===== config.mk =====
export PLATFORM = sky130hd
export DESIGN_NAME = systolic_output_deskew
export DESIGN_NICKNAME = d
export VERILOG_FILES = /design/src/rtl/systolic_output_deskew.sv
export SDC_FILE = /design/constraint.sdc
export NUM_CORES = 1
export LEC_CHECK = 0
export CAP_MARGIN = 30
export CORE_MARGIN = 1.5
export CORE_UTILIZATION = 47
export DETAILED_ROUTE_END_ITERATION = 8
export GPL_TIMING_DRIVEN = 0
export PLACE_DENSITY_LB_ADDON = 0.3
export SLEW_MARGIN = 20
export SYNTH_ARGS = -nofsm -noshare
export SYNTH_HDL_FRONTEND = slang
export SYNTH_SLANG_ARGS = --single-unit
export TNS_END_PERCENT = 5

===== constraint.sdc =====
create_clock -name clk -period 2.1 [get_ports clk]
set_input_delay 0.21 -clock clk [delete_from_list [all_inputs] [get_ports clk]]
set_output_delay 0.21 -clock clk [all_outputs]
set_load 0.1 [all_outputs]

===== src/rtl/systolic_output_deskew.sv =====
// Realigns diagonally skewed systolic-array result rows and writes one row per cycle into BRAM C.
// Optional build macro OUTPUT_RELU_EN clamps negative (signed) elements to zero before column masking.
module systolic_output_deskew #(
    parameter int DWIDTH       = 8,
    parameter int MAT_MUL_SIZE = 8,
    parameter int AWIDTH       = 10,
    parameter int MASK_WIDTH   = 8
) (
    input  logic                           clk,
    input  logic                           reset,
    input  logic                           start,
    input  logic                           in_row_valid,
    input  logic [MAT_MUL_SIZE*DWIDTH-1:0] in_data,
    input  logic [AWIDTH-1:0]              address_mat_c,
    input  logic [AWIDTH-1:0]              address_stride_c,
    input  logic [MASK_WIDTH-1:0]          validity_mask_c_rows,
    input  logic [MASK_WIDTH-1:0]          validity_mask_c_cols,
    output logic [MAT_MUL_SIZE*DWIDTH-1:0] c_data_out,
    output logic [AWIDTH-1:0]              c_addr,
    output logic                           c_wr_en,
    output logic                           busy,
    output logic                           done
);
    localparam int N  = MAT_MUL_SIZE;
    localparam int SW = $clog2(N);
    localparam int CW = $clog2(N + 1);

    typedef enum logic [1:0] {S_IDLE, S_CAPTURE, S_DONE} state_t;

    state_t                      r_state, w_state_nxt;
    logic [AWIDTH-1:0]           r_addr, r_stride;
    logic [MASK_WIDTH-1:0]       r_row_mask, r_col_mask;
    logic [CW-1:0]               r_acc;
    logic [SW-1:0]               r_slot;
    logic                        r_last;
    logic [N-2:0]                r_tag;
    logic [N-1:0][DWIDTH-1:0]    w_aligned, w_relu;
    logic [N*DWIDTH-1:0]         w_word;
    logic                        w_accept, w_slot;

    assign w_accept = in_row_valid && (r_state == S_CAPTURE) && (r_acc < CW'(N));
    assign w_slot   = r_tag[N-2] && (r_state == S_CAPTURE);
    assign busy     = (r_state != S_IDLE);
    assign done     = (r_state == S_DONE);

    // Column k arrives k cycles late, so it waits N-1-k cycles to line up with column N-1.
    for (genvar k = 0; k < N; k++) begin : g_col
        localparam int D = N - 1 - k;
        if (D == 0) begin : g_nodly
            assign w_aligned[k] = in_data[k*DWIDTH +: DWIDTH];
        end else begin : g_dly
            logic [DWIDTH-1:0] r_pipe [D];
            always_ff @(posedge clk) begin
                if (reset) begin
                    for (int i = 0; i < D; i++) r_pipe[i] <= '0;
                end else begin
                    r_pipe[0] <= in_data[k*DWIDTH +: DWIDTH];
                    for (int i = 1; i < D; i++) r_pipe[i] <= r_pipe[i-1];
                end
            end
            assign w_aligned[k] = r_pipe[D-1];
        end
`ifdef OUTPUT_RELU_EN
        assign w_relu[k] = w_aligned[k][DWIDTH-1] ? '0 : w_aligned[k];
`else
        assign w_relu[k] = w_aligned[k];
`endif
        assign w_word[k*DWIDTH +: DWIDTH] = w_relu[k] & {DWIDTH{r_col_mask[k]}};
    end

    always_comb begin
        w_state_nxt = r_state;
        case (r_state)
            S_IDLE:    if (start) w_state_nxt = S_CAPTURE;
            S_CAPTURE: if (r_last) w_state_nxt = S_DONE;
            S_DONE:    w_state_nxt = S_IDLE;
            default:   w_state_nxt = S_IDLE;
        endcase
    end

    always_ff @(posedge clk) begin
        if (reset) begin
            r_state    <= S_IDLE;
            r_addr     <= '0;
            r_stride   <= '0;
            r_row_mask <= '0;
            r_col_mask <= '0;
            r_acc      <= '0;
            r_slot     <= '0;
            r_last     <= 1'b0;
            r_tag      <= '0;
            c_data_out <= '0;
            c_addr     <= '0;
            c_wr_en    <= 1'b0;
        end else begin
            r_state <= w_state_nxt;
            r_tag[0] <= w_accept;
            for (int i = 1; i < N - 1; i++) r_tag[i] <= r_tag[i-1];
            r_last  <= w_slot && (r_slot == SW'(N - 1));
            c_wr_en <= 1'b0;
            if (start && r_state == S_IDLE) begin
                r_addr     <= address_mat_c;
                r_stride   <= address_stride_c;
                r_row_mask <= validity_mask_c_rows;
                r_col_mask <= validity_mask_c_cols;
                r_acc      <= '0;
                r_slot     <= '0;
            end
            if (w_accept) r_acc <= r_acc + CW'(1);
            // Masked rows still consume their slot: address and row index advance either way.
            if (w_slot) begin
                c_wr_en    <= r_row_mask[r_slot];
                c_data_out <= w_word;
                c_addr     <= r_addr;
                r_addr     <= r_addr + r_stride;
                r_slot     <= r_slot + SW'(1);
            end
        end
    end
endmodule


==> results_dict.tcl <==
set metrics [dict create \
    critPathArrivalTime_ns 2.43 \
    gp_congestion 0.874 \
    crit_required_ns 2.48 \
    max_freq_mhz 488 \
    slowest_stage "a2111oi_4" \
    hold_depth 2 \
    htreeDepth 2 \
    io_pins 181 \
    r2r-start "r_addr[0]" \
    yosys_register_bits 352 \
    drtPass1Iterations 5 \
    p_total_mw 13.9 \
    worstSetupPathType "reg2reg" \
    leakage_nw 5.83 \
    wire_per_inst_um 14.1 \
    synth.largest_area_cell "dfxtp_1" \
    finClkSkew_ns 0.0215 \
    syn_inst 1091 \
    stdcell_area_um2 14500 \
    report.final.slew_viol_count 0 \
    min_to "g_col[5].g_dly.r_pipe[0][5]" \
    max_slew_margin 0.323 \
    min_path_type "in2reg" \
    p_sw_mw 2.86 \
    synth_edf_count 0 \
    switching_share 0.205 \
    drive_above_1_share 0.0705 \
    core_um2 23300 \
    yosysMostFrequentCell "dfxtp_1" \
    path_max_fanout 3 \
    rows 56 \
    ir_worst_vdd_mv 0.670 \
    worstHoldStart "in_data[45]" \
    globalRouteTotalUtil 0.195 \
    drt-initial-drc-count 399 \
    ys_seq_area_frac 0.633 \
    internal_power_mw 11.1 \
    r2r_cells 6 \
    cp-start-kind "flip-flop" \
    syn-num-nets 1208 \
    clkTransAtPathRegs_ns 0.06 \
    fin_nets 1425 \
    vias 7830 \
    fin_crit_ns 2.05 \
    dpl.hpwl_um 16400 \
    grt_pass1_vias 7448 \
    ant_nets 0 \
    area_growth_pct 29.9 \
    synth_top_area_frac 0.633 \
    rsz0062_at_grt "true" \
    crit_chain "ha_4, fa_2, a21o_1, a2111oi_4, nor3_1, or3b_1" \
    grt_max_degree 16 \
    chipWidth_um 157 \
    antenna_found_initial 1 \
    grt_pass1_wl_um 37400 \
    rr_endpoint "r_addr[8]" \
    synth_area_leaders "dfxtp_1 (63%), nor2b_1 (13%), nand2_1 (5.4%)" \
    yosys_warnings 0 \
    drc 0 \
    crit_family "compound AO/OA/AOI/OAI gates" \
    status "completed" \
    power.density_nw_per_um2 962 \
    syn_avg_cell_area_um2 10.2 \
    placedInstanceArea_um2 13300 \
    synthesis.area_um2 11100 \
    ys_types 52 \
    ctsLongestPathBuffers 3 \
    cap_violations 0 \
    slowest_delay_ns 0.40 \
    clk_latency_ns 0.51 \
    via_per_inst 4.74 \
    setup_viol 0 \
    cts.sinks 352 \
    crit_buf_inv 0 \
    pwr-share-seq 0.496 \
    io_buffers 180 \
    yosys-top-cells-count "dfxtp_1 (352), nor2b_1 (232), nand2_1 (161)" \
    synth-main-ff-cell "dfxtp_1" \
    cts_buffers 34 \
    clockPowerShare 0.456 \
    hold_ws_ns 0.246 \
    end_kind "flip-flop" \
    comb_power_share 0.048 \
    min_period_over_period 0.975 \
    final_core_util 0.619 \
    crit_start "r_addr[0]" \
    dieHeight_um 157 \
    async_flop_share 0 \
    cts_tree "done" \
    n_fill_cell 1980 \
    r2r_slack_ns 0.05 \
    start_util 0.477 \
    grt_overflow_total 0 \
    clock-root-buffer "clkbuf_16" \
    hold_viol 0 \
    drt_wl_total_um 23300 \
    tightestPinTransition_ns 1.02 \
    die-area_um2 24600 \
    antenna_cells 0 \
]
-- metrics by stage --
step | TNS, ns | setup WS, ns | std cells
after floorplan | 0 | 0.102 | 1091
after global placement | -28.90 | -0.337 | 1590
after detailed placement | -32.07 | -0.390 | 1590
after CTS | -0.00715 | -0.00715 | 1652
after global routing | -0.00175 | -0.00175 | 1653
final | 0 | 0.0518 | 1653
-- sequential cells by signal, summed over array words and instances (netlist names) --
register and cells:
r_stride 10, c_data_out 64, r_slot 3, r_acc 4, g_col.g_dly.r_pipe 224, r_row_mask 8, r_addr 10, r_tag 7
r_col_mask 8, r_last 1, c_wr_en 1, c_addr 10, r_state 2
-- cells in the final DEF, fill, tap and decap left out, types with 8 or more instances in the layout --
master             n
nand3_1           64
clkbuf_16         35
nand2_1          161
dfxtp_1          350
clkbuf_1          60
a21oi_1          110
buf_2             20
dlygate4sd2_1     75
nor2b_1          232
clkdlybuf4s50_1  103
ha_1              11
nor2_1            15
clkbuf_8           8
-- timing repair --
item,4_1_cts,5_1_grt
gates resized for setup,81,5
hold buffers,0,0
pin swaps,1,4
buffers inserted,0,1
endpoints found under the setup margin,78,1
-- power groups by stage --
stage / clock (mW) / sequential [mW] / combinational [mW]
2_1_floorplan: 0 / 7.03 / 0.351
3_3_place_gp: 0 / 7.04 / 0.652
3_5_place_dp: 0 / 7.05 / 0.665
4_1_cts: 6.45 / 6.90 / 0.670
5_1_grt: 6.73 / 6.91 / 0.732
6_report: 6.34 / 6.90 / 0.664
-- cell type report --
class                           instances  area [um^2]  area share
Buffer                                 76          325      0.0225
Sequential cell                       352         7050       0.488
Clock buffer                           52         1020      0.0706
Clock inverter                         10          175      0.0121
Tap cell                              319          399      0.0276
Multi-Input combinational cell        662         3760       0.260
Inverter                                1         3.75    0.000260
Timing Repair Buffer                  181         1720       0.119
-- layer usage --
metal  GRT usage  share of wire  up-vias
met5           0              0        -
met4      0.0549          0.021        0
met3      0.0479          0.074       38
met2       0.337           0.47      230
met1       0.240           0.43     3589
li1            -              -     3973
-- cells by family after synthesis --
kind of cell,count (synthesis),share of synthesized area
fa+ha+maj,13,0.0153
compound gates,138,0.0711
mux,5,0.00675
buf+inv,77,0.0296
simple gates,501,0.240
flops,352,0.633
xor+xnor,5,0.00394
-- worst max path at each step --
stage	slack (ns)	end	depth (start not counted)
3_5_place_dp	-0.39	c_data_out[27]	5
4_1_cts	-0.007	r_addr[8]	6
5_1_grt	-0.002	r_addr[8]	6
2_1_floorplan	0.10	done	1
3_3_place_gp	-0.34	c_data_out[29]	5
6_report	0.05	r_addr[8]	6
(Power assumes the default switching activity.)
==> variant 1 (same settings) <==
`AWIDTH`: 10 -> 12.
--- a/src/rtl/systolic_output_deskew.sv
+++ b/src/rtl/systolic_output_deskew.sv
@@ -3,7 +3,7 @@
 module systolic_output_deskew #(
     parameter int DWIDTH       = 8,
     parameter int MAT_MUL_SIZE = 8,
-    parameter int AWIDTH       = 10,
+    parameter int AWIDTH       = 12,
     parameter int MASK_WIDTH   = 8
 ) (
     input  logic                           clk,
Ports: changed (resized address_mat_c, address_stride_c and c_addr); port bits go from 181 to 187. The function was not compared with the original's and may differ.
==> variant 1 against the unedited design <==
Count of clock-buffer cells in the layout up 5. Design area up 3.2%. Worst hold slack worse by 20 ps. Setup slack better by 42 ps. Total power up 2.2%. Sequential cell count up 6. Area after synthesis up 2.8%. Die area up 2.7%. Routed wire length up 6.4%. Via count up 3.6%. First-iteration DRC count down 4.0%. Critical path type unchanged.
==> variant 1: results (changes against the unedited design) <==
| Metric | Value |
|---|---|
| Outcome | `finished, final reports clean` |
| VDD IR-drop max | `0.5864 mV (-12%)` |
| GP Congestion | `0.8715 (-0.23%)` |
| DP Area | `13740 um^2 (+3.1%)` |
| DP Worst Slack | `-66.39 ps (+323.9 ps)` |
| Mux share of post-synthesis cell area | `0.8317% (+0.16 points)` |
| DR vias/cell | `4.784 (+1.0%)` |
| Metal3 WL | `1.302 mm (-25%)` |
| Crit path setup slack, layout | `94.06 ps (+42.29 ps)` |
| Wire length on met2 | `11.92 mm (+8.3%)` |
| Distinct cells, synth | `57 (+9.6%)` |
| Number of port buffers | `185 (+2.8%)` |
| Most frequent cells after synthesis | `358 x dfxtp_1, 232 x nor2b_1, 158 x nand2_1` |
| Routed WL | `24.82 mm (+6.4%)` |
| Global-route met1 utilization | `24.46% (+0.49 points)` |
| LEAKAGE | `6.041 nW (+3.6%)` |
| Post-Syn Area per Cell | `10.19 um^2 (about the same)` |
| Post-Synth Adder-Cell Area | `1.707% (+0.18 points)` |
| Iter 0 DRT Violations | `383 (-4.0%)` |
| Crit. Startpoint | `r_addr[4]` |
| Placed Cells incl. Taps | `1628 (+2.4%)` |
| HPWL after DPL | `17.27 mm (+5.4%)` |
| Synth Net Count | `1245 (+3.1%)` |
| Detailed-route via count | `8114 (+3.6%)` |
| Pin count of the biggest net entering global routing | `15 (-1)` |
| Total Routing Usage GR | `19.61% (+0.15 points)` |
| Net switching power | `2.930 mW (+2.6%)` |
| Worst Max-Slew Pin Slew | `1010 ps (-9.725 ps)` |
| Fill count | `2027 (+2.4%)` |
| Vias in the first global route | `7815 (+4.9%)` |
| Fraction of layout cells with a size suffix above 1 | `8.424% (+1.4 points)` |
| Clk network pwr share | `45.5% (about the same)` |
| Final hold slack | `226.9 ps (-19.62 ps)` |
| Hold EP | `r_last` |
| Register area share after synthesis | `62.68% (-0.66 points)` |
| Crit path to | `r_addr[11]` |
| Synth Area in Compound Gates | `7.606% (+0.50 points)` |
| First-pass GRT wire length | `39.51 mm (+5.5%)` |
| CTS Buf Count | `36 (+5.9%)` |
| Synth top area cells | `dfxtp_1 63%, nor2b_1 13%, nand2_1 5.2%, a21oi_1 4.9%, nand3_1 2.9%` |
| Critical path's slowest cell | `ha_1` |
| Initial antenna violation count | `0 (-1)` |
| Critical path peak fanout | `5 (+2)` |
| P_seq | `7.03 mW (+2%)` |
| Xor/xnor share of the synthesized area | `0.6128% (+0.22 points)` |
| Worst Hold Depth | `3 (+1)` |
| CP Data Arrival Time | `2390 ps (-40 ps)` |
| Final Skew | `17.28 ps (-4.264 ps)` |
| Routed length on met1 | `10.96 mm (+8.6%)` |
| Met2 Usage GRT | `34.19% (+0.50 points)` |
| Met3 GRT Util | `3.881% (-0.91 points)` |
| Core area | `23680 um^2 (+1.5%)` |
| FFs w/ async S/R, synth | `0% (unchanged)` |
| Synth warn | `0 (unchanged)` |
| Fin nets | `1472 (+3.3%)` |
| Hold wc startpoint | `reset` |
| Combinational Power Share | `5.1% (+0.3 points)` |
[variant 1: cell count changes in the layout (fill, tap and decap cells not counted), sizes merged, moves of 5 or more]
cell / before / now
buf: 26 / 46
clkbuf: 103 / 90
clkdlybuf4s50: 103 / 108
dfxtp: 352 / 358
inv: 1 / 6
nor2: 15 / 23
[variant 1: area by class of cell]
class | instances | area [um^2] | area share (%)
sequential | 358 | 7167 | 48.07
timing repair buffer | 189 | 1831 | 12.28
tap | 319 | 399.1 | 2.677
clock buffer | 57 | 1132 | 7.594
clock inverter | 9 | 106.4 | 0.7133
inverter | 6 | 22.52 | 0.1510
buffer | 75 | 339.1 | 2.274
multi-input combinational | 683 | 3914 | 26.25
[variant 1: repair_timing]
| action | in CTS | in global routing |
|---|---|---|
| setup buffers | 0 | 2 |
| pin swaps | 0 | 3 |
| endpoints found under the setup margin | 79 | 2 |
| resized for setup | 82 | 3 |
==> variant 2 (config.mk and constraints unchanged) <==
Made on the original files. Re-encode `state_t` (3 states) as one-hot, 3 bits wide.
--- a/src/rtl/systolic_output_deskew.sv
+++ b/src/rtl/systolic_output_deskew.sv
@@ -25,7 +25,7 @@
     localparam int SW = $clog2(N);
     localparam int CW = $clog2(N + 1);
 
-    typedef enum logic [1:0] {S_IDLE, S_CAPTURE, S_DONE} state_t;
+    typedef enum logic [2:0] {S_IDLE = 3'b001, S_CAPTURE = 3'b010, S_DONE = 3'b100} state_t;
 
     state_t                      r_state, w_state_nxt;
     logic [AWIDTH-1:0]           r_addr, r_stride;
Check against the original RTL: same outputs for any inputs over 10 cycles, from zero or initial values and one cycle with reset high; not proved beyond that.
==> variant 2 against the unedited design <==
Clock power rose by 3%. Total power rose by 1.8%. Clock skew fell by 13 ps. Largest cell class unchanged. Via count fell by 1.3%. Design area rose by 0.16%. Area after synthesis fell by 0.27%. Setup slack improved by 10 ps. Largest power group unchanged. Sequential cell count rose by 1. Routed wire length fell by 1.2%.
==> variant 2: results (changes against the unedited design) <==
| Metric | Value |
|---|---|
| VDD IR-drop max | `0.5132 mV (-23%)` |
| Critical path peak fanout | `9 (+6)` |
| Placed Cells incl. Taps | `1589 (-0.063%)` |
| Fraction of layout cells with a size suffix above 1 | `7.357% (+0.31 points)` |
| Total Routing Usage GR | `19.12% (-0.34 points)` |
| FFs w/ async S/R, synth | `0% (unchanged)` |
| Detailed-route via count | `7729 (-1.3%)` |
| Max-slew violation total from the final report | `0 (unchanged)` |
| Diodes inserted | `0 (unchanged)` |
| Most frequent cells after synthesis | `353 x dfxtp_1, 231 x nor2b_1, 163 x nand2_1` |
| Flop2flop setup slack | `90 ps (+40 ps)` |
| Register area share after synthesis | `63.70% (+0.35 points)` |
| Synth top area cells | `dfxtp_1 64%, nor2b_1 13%, nand2_1 5.5%, a21oi_1 4.9%, nand3_1 2.9%` |
| Outcome | `finished, final reports clean` |
| Synth warn | `0 (unchanged)` |
| Number of port buffers | `179 (-0.56%)` |
| Tot Pwr | `14.15 mW (+1.8%)` |
| Pin count of the biggest net entering global routing | `15 (-1)` |
| Hold EP | `g_col[2].g_dly.r_pipe[0][32]` |
| R2r endpoint | `r_addr[8]` |
| H-Tree Level Count | `2 (unchanged)` |
| Fin nets | `1425 (unchanged)` |
| CTS Buf Count | `36 (+5.9%)` |
| Post-CTS Setup Bufs | `0 (unchanged)` |
| Top delay family on crit path | `buffers and inverters` |
| Post-Syn Area per Cell | `10.19 um^2 (about the same)` |
| Final Skew | `8.115 ps (-13.43 ps)` |
| CP Data Arrival Time | `1830 ps (-600 ps)` |
| Worst Max-Slew Pin Slew | `1004 ps (-15.24 ps)` |
| Initial antenna violation count | `0 (-1)` |
| Hold wc startpoint | `reset` |
| Final hold slack | `242.0 ps (-4.500 ps)` |
| Reg clk slew, reported paths | `60 ps (about the same)` |
| Switch share | `20.51% (-0.026 points)` |
| Routed WL | `23.05 mm (-1.2%)` |
| First-pass GRT wire length | `36.76 mm (-1.8%)` |
| Clk_lat worst skew | `510 ps (about the same)` |
| Distinct cells, synth | `42 (-19%)` |
| Drt first pass iters | `4 (-1)` |
| Critical path's slowest cell | `or3b_2` |
| LEAKAGE | `5.826 nW (-0.12%)` |
| Vias in the first global route | `7385 (-0.85%)` |
| Iter 0 DRT Violations | `340 (-15%)` |
| Synth Net Count | `1206 (-0.17%)` |
| HPWL after DPL | `16.03 mm (-2.2%)` |
| Worst Hold Depth | `3 (+1)` |
| R2R depth | `7 (+1)` |
| GP Congestion | `0.7917 (-9.4%)` |
| Clk network pwr share | `46.1% (+0.5 points)` |
| Finished Layout Cells | `1651 (-0.12%)` |
| Max incr delay on CP | `490 ps (+90 ps)` |
## variant 2: cell count changes in the layout (fill, tap and decap cells not counted), moves of 3 or more
cell      before  now
a311oi_1       3    7
o211ai_1       0    3
and3_1         4    1
nor2_1        15   22
dfxtp_1      350  353
buf_1          1    5
clkbuf_1      60   49
## variant 2: area by class of cell
type | count | area, um^2
plain buffers | 75 | 347.8
clock buffers | 51 | 1027
clock inverters | 11 | 197.7
fillers | 2001 | 8855
inverters | 1 | 3.754
multi-input cells | 660 | 3684
flip-flops and latches | 353 | 7067
well taps | 319 | 399.1
repair buffers | 181 | 1752
## variant 2: worst max-delay path by stage
stage / slack (ps) / from / end / cells after the start
finish: 60 / r_state[2] / busy / 3
detailed placement: -30 / r_state[2] / busy / 3
CTS: -190 / r_state[2] / busy / 3
floorplan: 210 / r_state[2] / done / 2
global placement: -30 / r_state[2] / busy / 3
global route: 1 / r_addr[0] / r_addr[6] / 7
## variant 2: timing repair
action	in CTS	in global routing
resized for setup	77	3
setup endpoints to repair	75	3
pin swaps	0	1
## variant 2: metal layers
metal / wire, um / part of all wire (%) / vias to the layer above / GRT usage, %
met2: 11320 / 49 / 184 / 34.50
met3: 1389 / 6.0 / 46 / 4.099
met5: 0 / 0 / - / 0
met4: 537 / 2.3 / 0 / 6.440
li1: - / - / 3950 / -
met1: 9801 / 43 / 3549 / 22.43
## variant 2: stage by stage
step	cell area (um^2)	setup WS (ps)
after floorplan	11100	212.1
after global placement	13290	-29.86
after detailed placement	13350	-28.67
after CTS	14480	-193.4
after global routing	14480	0.9992
final	14480	61.81
## variant 2: cell families after synthesis
logic type	after synthesis	share of synthesized area (%)
xor+xnor	8	0.6316
mux	7	0.8684
compound gates	135	6.789
simple gates	497	23.31
flops	353	63.70
buf+inv	76	3.169
fa+ha+maj	13	1.534
